<file path="src/rtl/fp32_pkg.sv">
// fp32_pkg: definitions shared by the FP32 arithmetic blocks (multiplier, divider).
//   Field widths, exponent bias, the canonical quiet NaN, an operand class
//   enum and a classify function. Subnormal encodings classify as FP_ZERO.
package fp32_pkg;

  localparam int EXP_W  = 8;    // exponent field width
  localparam int MAN_W  = 23;   // stored fraction width
  localparam int SIG_W  = 24;   // significand width including hidden bit
  localparam int PROD_W = 48;   // full significand product width
  localparam int EXPS_W = 10;   // signed working exponent width

  localparam logic signed [EXPS_W-1:0] BIAS    = 10'sd127;
  localparam logic [EXP_W-1:0]         EXP_MAX = 8'hFF;
  localparam logic [31:0]              QNAN    = 32'h7FC0_0000;

  typedef enum logic [1:0] {
    FP_ZERO = 2'd0,
    FP_NORM = 2'd1,
    FP_INF  = 2'd2,
    FP_NAN  = 2'd3
  } fp_class_t;

  // Classify an FP32 encoding; zero exponent (zero or subnormal) is treated as zero.
  function automatic fp_class_t classify(input logic [31:0] v);
    fp_class_t c;
    if (v[30:23] == EXP_MAX) begin
      if (v[22:0] != 23'd0) begin
        c = FP_NAN;
      end else begin
        c = FP_INF;
      end
    end else if (v[30:23] == 8'h00) begin
      c = FP_ZERO;
    end else begin
      c = FP_NORM;
    end
    return c;
  endfunction

endpackage

</file>
<file path="src/rtl/fp32_round_rne.sv">
// fp32_round_rne: combinational round-to-nearest-even for a normalised significand.
//   mant     : 24-bit significand, hidden bit in [23]
//   guard    : first bit below the kept significand
//   sticky   : OR of all remaining lower bits
//   exp_in   : signed working exponent
//   mant_out : rounded 23-bit fraction
//   exp_out  : exponent, bumped when rounding carries out of the significand
module fp32_round_rne
  import fp32_pkg::*;
(
  input  logic [SIG_W-1:0]         mant,
  input  logic                     guard,
  input  logic                     sticky,
  input  logic signed [EXPS_W-1:0] exp_in,
  output logic [MAN_W-1:0]         mant_out,
  output logic signed [EXPS_W-1:0] exp_out
);

  logic             inc_s;
  logic [SIG_W:0]   sum_s;

  // Round-half-to-even increment, then renormalise if the significand overflowed.
  always_comb begin
    inc_s = guard & (sticky | mant[0]);
    sum_s = {1'b0, mant} + {{SIG_W{1'b0}}, inc_s};
    if (sum_s[SIG_W]) begin
      // Carry out means the value became exactly 2.0 x 2^E: shift right by one.
      mant_out = sum_s[SIG_W-1:1];
      exp_out  = exp_in + 10'sd1;
    end else begin
      mant_out = sum_s[MAN_W-1:0];
      exp_out  = exp_in;
    end
  end

endmodule

</file>
<file path="src/rtl/fp32_multiplier.sv">
// fp32_multiplier: multi-cycle IEEE-754 single-precision multiplier.
//   clk    : system clock, rising edge
//   reset  : asynchronous, active-high reset
//   A, B   : operands, latched when En=1 in IDLE
//   En     : start request, ignored while busy
//   Result : product, held until the next completion
//   Ready  : one-cycle completion pulse
//   NaN    : high with Ready when Result is the canonical NaN
// Special operands finish in 2 edges; normal operands take 5+MUL_STAGES edges.
// No subnormal inputs or outputs: both are flushed to signed zero.
module fp32_multiplier
  import fp32_pkg::*;
#(
  parameter int MUL_STAGES = 2
) (
  input  logic        clk,
  input  logic        reset,
  input  logic [31:0] A,
  input  logic [31:0] B,
  input  logic        En,
  output logic [31:0] Result,
  output logic        Ready,
  output logic        NaN
);

  typedef enum logic [2:0] {
    IDLE      = 3'd0,
    CLASSIFY  = 3'd1,
    MUL_ISSUE = 3'd2,
    MUL_WAIT  = 3'd3,
    NORMALIZE = 3'd4,
    ROUND     = 3'd5,
    PACK      = 3'd6
  } state_t;

  localparam logic [1:0] CNT_LAST = 2'(MUL_STAGES - 1);

  state_t                   state_r;
  logic [31:0]              a_r;
  logic [31:0]              b_r;
  logic                     sign_r;
  logic signed [EXPS_W-1:0] exp_r;
  logic [SIG_W-1:0]         mul_a_r;
  logic [SIG_W-1:0]         mul_b_r;
  logic [1:0]               cnt_r;
  logic [SIG_W-1:0]         norm_man_r;
  logic                     norm_g_r;
  logic                     norm_s_r;
  logic signed [EXPS_W-1:0] norm_exp_r;
  logic [31:0]              res_next_r;
  logic                     nan_next_r;
  logic [31:0]              result_r;
  logic                     ready_r;
  logic                     nan_r;

  (* use_dsp = "yes" *) logic [PROD_W-1:0] prod_pipe_r [MUL_STAGES];

  fp_class_t                cls_a_s;
  fp_class_t                cls_b_s;
  logic                     special_s;
  logic [31:0]              special_res_s;
  logic                     special_nan_s;
  logic signed [EXPS_W-1:0] exp_sum_s;
  logic [PROD_W-1:0]        prod_s;
  logic [PROD_W-1:0]        prod_out_s;
  logic [SIG_W-1:0]         nrm_man_s;
  logic                     nrm_g_s;
  logic                     nrm_s_s;
  logic signed [EXPS_W-1:0] nrm_exp_s;
  logic [MAN_W-1:0]         rnd_man_s;
  logic signed [EXPS_W-1:0] rnd_exp_s;
  logic [31:0]              final_res_s;

  assign Result = result_r;
  assign Ready  = ready_r;
  assign NaN    = nan_r;

  // Operand classification and special-case result, in priority order.
  always_comb begin
    cls_a_s       = classify(a_r);
    cls_b_s       = classify(b_r);
    special_s     = 1'b1;
    special_nan_s = 1'b0;
    special_res_s = {a_r[31] ^ b_r[31], 31'd0};
    if ((cls_a_s == FP_NAN) || (cls_b_s == FP_NAN)) begin
      special_res_s = QNAN;
      special_nan_s = 1'b1;
    end else if (((cls_a_s == FP_INF) && (cls_b_s == FP_ZERO)) ||
                 ((cls_a_s == FP_ZERO) && (cls_b_s == FP_INF))) begin
      special_res_s = QNAN;
      special_nan_s = 1'b1;
    end else if ((cls_a_s == FP_INF) || (cls_b_s == FP_INF)) begin
      special_res_s = {a_r[31] ^ b_r[31], EXP_MAX, 23'd0};
    end else if ((cls_a_s == FP_ZERO) || (cls_b_s == FP_ZERO)) begin
      special_res_s = {a_r[31] ^ b_r[31], 31'd0};
    end else begin
      special_s = 1'b0;
    end
    // Biased exponents are 1..254 here, so the signed sum stays well inside 10 bits.
    exp_sum_s = $signed({2'b00, a_r[30:23]}) + $signed({2'b00, b_r[30:23]}) - BIAS;
  end

  // Full-width significand product feeding the registered multiplier.
  always_comb begin
    prod_s     = {{SIG_W{1'b0}}, mul_a_r} * {{SIG_W{1'b0}}, mul_b_r};
    prod_out_s = prod_pipe_r[MUL_STAGES-1];
  end

  // Registered multiplier pipeline, free running; the FSM times when its output is used.
  always_ff @(posedge clk or posedge reset) begin
    if (reset) begin
      for (int i = 0; i < MUL_STAGES; i++) begin
        prod_pipe_r[i] <= {PROD_W{1'b0}};
      end
    end else begin
      prod_pipe_r[0] <= prod_s;
      for (int i = 1; i < MUL_STAGES; i++) begin
        prod_pipe_r[i] <= prod_pipe_r[i-1];
      end
    end
  end

  // Normalise the product: [1,2) x [1,2) lies in [1,4), so at most one right shift.
  always_comb begin
    if (prod_out_s[PROD_W-1]) begin
      nrm_man_s = prod_out_s[47:24];
      nrm_g_s   = prod_out_s[23];
      nrm_s_s   = |prod_out_s[22:0];
      nrm_exp_s = exp_r + 10'sd1;
    end else begin
      nrm_man_s = prod_out_s[46:23];
      nrm_g_s   = prod_out_s[22];
      nrm_s_s   = |prod_out_s[21:0];
      nrm_exp_s = exp_r;
    end
  end

  fp32_round_rne u_round (
    .mant     (norm_man_r),
    .guard    (norm_g_r),
    .sticky   (norm_s_r),
    .exp_in   (norm_exp_r),
    .mant_out (rnd_man_s),
    .exp_out  (rnd_exp_s)
  );

  // Post-rounding range check: saturate to Inf or flush to zero.
  always_comb begin
    if (rnd_exp_s >= 10'sd255) begin
      final_res_s = {sign_r, EXP_MAX, 23'd0};
    end else if (rnd_exp_s <= 10'sd0) begin
      final_res_s = {sign_r, 31'd0};
    end else begin
      final_res_s = {sign_r, rnd_exp_s[7:0], rnd_man_s};
    end
  end

  // Control FSM with datapath registers and registered outputs.
  always_ff @(posedge clk or posedge reset) begin
    if (reset) begin
      state_r    <= IDLE;
      a_r        <= 32'd0;
      b_r        <= 32'd0;
      sign_r     <= 1'b0;
      exp_r      <= 10'sd0;
      mul_a_r    <= 24'd0;
      mul_b_r    <= 24'd0;
      cnt_r      <= 2'd0;
      norm_man_r <= 24'd0;
      norm_g_r   <= 1'b0;
      norm_s_r   <= 1'b0;
      norm_exp_r <= 10'sd0;
      res_next_r <= 32'd0;
      nan_next_r <= 1'b0;
      result_r   <= 32'd0;
      ready_r    <= 1'b0;
      nan_r      <= 1'b0;
    end else begin
      ready_r <= 1'b0;
      nan_r   <= 1'b0;
      case (state_r)
        IDLE: begin
          if (En) begin
            a_r     <= A;
            b_r     <= B;
            state_r <= CLASSIFY;
          end else begin
            state_r <= IDLE;
          end
        end
        CLASSIFY: begin
          sign_r <= a_r[31] ^ b_r[31];
          exp_r  <= exp_sum_s;
          if (special_s) begin
            res_next_r <= special_res_s;
            nan_next_r <= special_nan_s;
            state_r    <= PACK;
          end else begin
            state_r <= MUL_ISSUE;
          end
        end
        MUL_ISSUE: begin
          mul_a_r <= {1'b1, a_r[22:0]};
          mul_b_r <= {1'b1, b_r[22:0]};
          cnt_r   <= 2'd0;
          state_r <= MUL_WAIT;
        end
        MUL_WAIT: begin
          if (cnt_r == CNT_LAST) begin
            state_r <= NORMALIZE;
          end else begin
            cnt_r <= cnt_r + 2'd1;
          end
        end
        NORMALIZE: begin
          norm_man_r <= nrm_man_s;
          norm_g_r   <= nrm_g_s;
          norm_s_r   <= nrm_s_s;
          norm_exp_r <= nrm_exp_s;
          state_r    <= ROUND;
        end
        ROUND: begin
          res_next_r <= final_res_s;
          nan_next_r <= 1'b0;
          state_r    <= PACK;
        end
        PACK: begin
          result_r <= res_next_r;
          nan_r    <= nan_next_r;
          ready_r  <= 1'b1;
          state_r  <= IDLE;
        end
        default: begin
          state_r <= IDLE;
        end
      endcase
    end
  end

endmodule

</file>
<file path="config.mk">
export PLATFORM = sky130hd
export DESIGN_NAME = fp32_multiplier
export DESIGN_NICKNAME = d
export VERILOG_FILES = /design/src/rtl/fp32_pkg.sv /design/src/rtl/fp32_round_rne.sv /design/src/rtl/fp32_multiplier.sv
export SDC_FILE = /design/constraint.sdc
export NUM_CORES = 2
export LEC_CHECK = 0
export CAP_MARGIN = 25
export CORE_MARGIN = 3
export CORE_UTILIZATION = 40
export CTS_BUF_LIST = sky130_fd_sc_hd__clkbuf_2
export DETAILED_ROUTE_END_ITERATION = 12
export MAX_ROUTING_LAYER = met4
export PLACE_DENSITY = 0.56
export SETUP_SLACK_MARGIN = 0.1
export SLEW_MARGIN = 20
export SYNTH_ARGS = -nofsm -noshare
export SYNTH_HDL_FRONTEND = slang
export SYNTH_HIERARCHICAL = 1
export SYNTH_SLANG_ARGS = --single-unit
export TNS_END_PERCENT = 30
</file>
<file path="constraint.sdc">
create_clock -name clk -period 14.7 [get_ports clk]
set_clock_uncertainty 0.2 [all_clocks]
set_input_delay 2.94 -clock clk [delete_from_list [all_inputs] [get_ports clk]]
set_output_delay 2.94 -clock clk [all_outputs]
set_load 0.05 [all_outputs]
</file>
==> results.tsv <==
metric	value	unit
outcome	finished clean	
cell taking the most area after synthesis	fa_1	
dpl hpwl	62700	µm
CP max FO	25	
CP Capture Type	flop	
Syn Area/Cell	9.91	µm²
Finished Cell Area	35000	µm²
Post-synth EDFFs	0	
Vias/cell	5.00	
RSZ-0062 raised after global routing	no	
Required @ worst endpoint	15.41	ns
Routed Wire Length	82400	µm
CTS H-Tree Depth	3	
vias in the first global route	23000	
Sink Count	326	
grt total ovfl	0	
antenna violations before repair	4	
Seq/Total Area, Yosys	25.6	%
slew margin rel.	28.9	%
fmax	0.133	GHz
via count	22000	
FF+latch count, synth	326	
worst skew pair latency	0.99	ns
predominant post-synthesis flop cell	dfrtp_1	
Buf/Inv on CP	7	
Num CTS Buffers	85	
Max-Cap Viols	0	
drt drc	0	
Yosys warnings	6	
DR pass1 iterations	5	
Worst-path clk slew	0.12	ns
Mapped Nets	3966	
fraction of layout cells with a size suffix above 1	9.33	%
CP Data Arrival Time	8.22	ns
final count of negative-setup-slack endpoints	0	
DRC marker count from the first detailed-route iteration	1386	
Synth top area share	30.3	%
crit path cell chain	nand2_1 > fa_1 > inv_1 > fa_1 > inv_1 > fa_1 > inv_1 > fa_1 > inv_1 > fa_1 > inv_1 > fa_1 > inv_1 > fa_1 > inv_1 > ha_1 > a21oi_1 > o21ai_0 > a311oi_1 > nand2_1 > o21ai_1 > o21ai_1 > a211oi_1 > xnor2_1	
first-pass GRT wire length	132000	µm
Crit path largest cell delay	1.05	ns
# port buffers	100	
routability cong.	0.858	
post-CTS resize count	0	
Synth Instances	3222	
Placeable Area	78200	µm²
largest net degree at the start of global routing	111	
placed cell areas	33900	µm²
FFs w/ async S/R, synth	100	%
Routed Antenna Nets	0	
die width	289	µm
Rows	102	
WL/cell	18.7	µm
family with the most delay on the worst path	adder cells	
Die H	289	µm
final-report max-slew violation count	0	
final hold violations	0	
Initial Util	40.8	%
Die Area	83200	µm²
Final #Nets	4034	
worst setup path class	reg -> reg	
CTS tree	built	
Cell Area, Synth	31900	µm²
Max Buffers Root-to-Sink	3	
period utilisation layout	51.1	%
io pins	101	
CP startpoint kind	flop	
root buf cell	clkbuf_2	
Hold/Removal Path Class	reg -> reg	
gr usage total	21.0	%
Synth area leaders	fa_1, dfrtp_1, ha_1	
Yosys cell types	74	
Setup TNS Final	0	ns
worst slew pin tran	1.07	ns
# hold bufs at CTS	0	
Layout area overhead	9.54	%
Setup Buffers After CTS	0	
CP max-delay cell	dfrtp_1	
Tmin final	7.52	ns
## cell usage in the layout, fill, tap and decap left out, types with 22 or more instances in the layout
cell type        instances
fa_1                   483
nand4_1                 30
ha_1                   194
a21oi_1                 87
dfrtp_1                325
inv_1                  575
o21ai_0                 48
buf_4                   38
a22o_1                  30
and2_1                 286
clkbuf_2               114
nand2_1                462
mux2i_1                 26
xnor2_1                 50
nand3_1                 22
clkinv_1                22
xor2_1                  31
mux2_2                 109
a21o_1                  28
nor2_1                  87
clkdlybuf4s50_1        100
## cell families after synthesis
family / Yosys count / share of synthesized area, %
fa+ha+maj: 677 / 37.9
flops: 326 / 25.6
xor+xnor: 81 / 2.22
buf+inv: 740 / 8.78
compound gates: 282 / 5.86
mux: 136 / 4.70
simple gates: 980 / 15.0
## layout make-up
type	instances	area, µm²
inverters	577	2170
clock inverters	36	343
fillers	7659	43300
diodes	1	2.50
repair buffers	144	1440
flip-flops and latches	326	8160
clock buffers	114	571
multi-input cells	2156	21000
well taps	1040	1300
## metrics by stage
step | hold slack, ns | utilization, % | cells | setup slack (ns)
after floorplan | 0.131 | - | 3222 | 2.53
after global placement | 0.133 | 43.3 | 4237 | 7.29
after detailed placement | 0.135 | 43.4 | 4238 | 7.18
after CTS | 0.132 | 44.5 | 4388 | 7.21
after global routing | 0.155 | 44.7 | 4394 | 6.77
final | 0.139 | 44.7 | 4394 | 7.18
## routing by layer
layer	vias up	share of wire, %	GRT usage [%]
met1	11200	46	28.9
met5	-	0	-
met4	0	2.7	6.56
met2	536	47	32.5
met3	111	4.8	2.90
li1	10100	-	-
## synthesized netlist by cell type (20+ instances only)
master and count:
a21oi_1 88, nor4_1 20, dfrtp_1 326, ha_1 194, xor2_1 31, mux2_2 109, fa_1 483, a21o_1 28
a22o_1 30, inv_1 576, nand2_1 462, nand4_1 30, nor2_1 88, and2_1 287, clkbuf_1 141, nand3_1 22
o21ai_0 48, xnor2_1 50, mux2i_1 26
## flip-flops by register name, indices dropped and copies added (netlist names), 2 cells and up
signal,cells
norm_exp_r,10
norm_man_r,24
state_r,3
cnt_r,2
prod_out_s,48
Result,32
res_next_r,32
mul_b_r,23
mul_a_r,24
prod_pipe_r,48
exp_r,10
b_r,32
a_r,32
## path summary, 6_finish.rpt
path | from | to | slack [ns] | cells after the start
hold reg to reg | prod_pipe_r[51]$_DFF_PP0_ | prod_out_s[3]$_DFF_PP0_ | 0.14 | 0
min in group asynchronous | reset | Result[12]$_DFFE_PP0P_ | 2.32 | 2
setup reg to reg | mul_a_r[13]$_DFFE_PP0P_ | prod_pipe_r[92]$_DFF_PP0_ | 7.18 | 24
max in group asynchronous | reset | norm_man_r[16]$_DFFE_PP0P_ | 10.56 | 3
hold / removal | prod_pipe_r[51]$_DFF_PP0_ | prod_out_s[3]$_DFF_PP0_ | 0.14 | 0
setup / recovery | mul_a_r[13]$_DFFE_PP0P_ | prod_pipe_r[92]$_DFF_PP0_ | 7.18 | 24
Power is left out: the tool's default activity adds up to more than one toggle a clock period on the data nets, which glitch-free logic cannot reach.
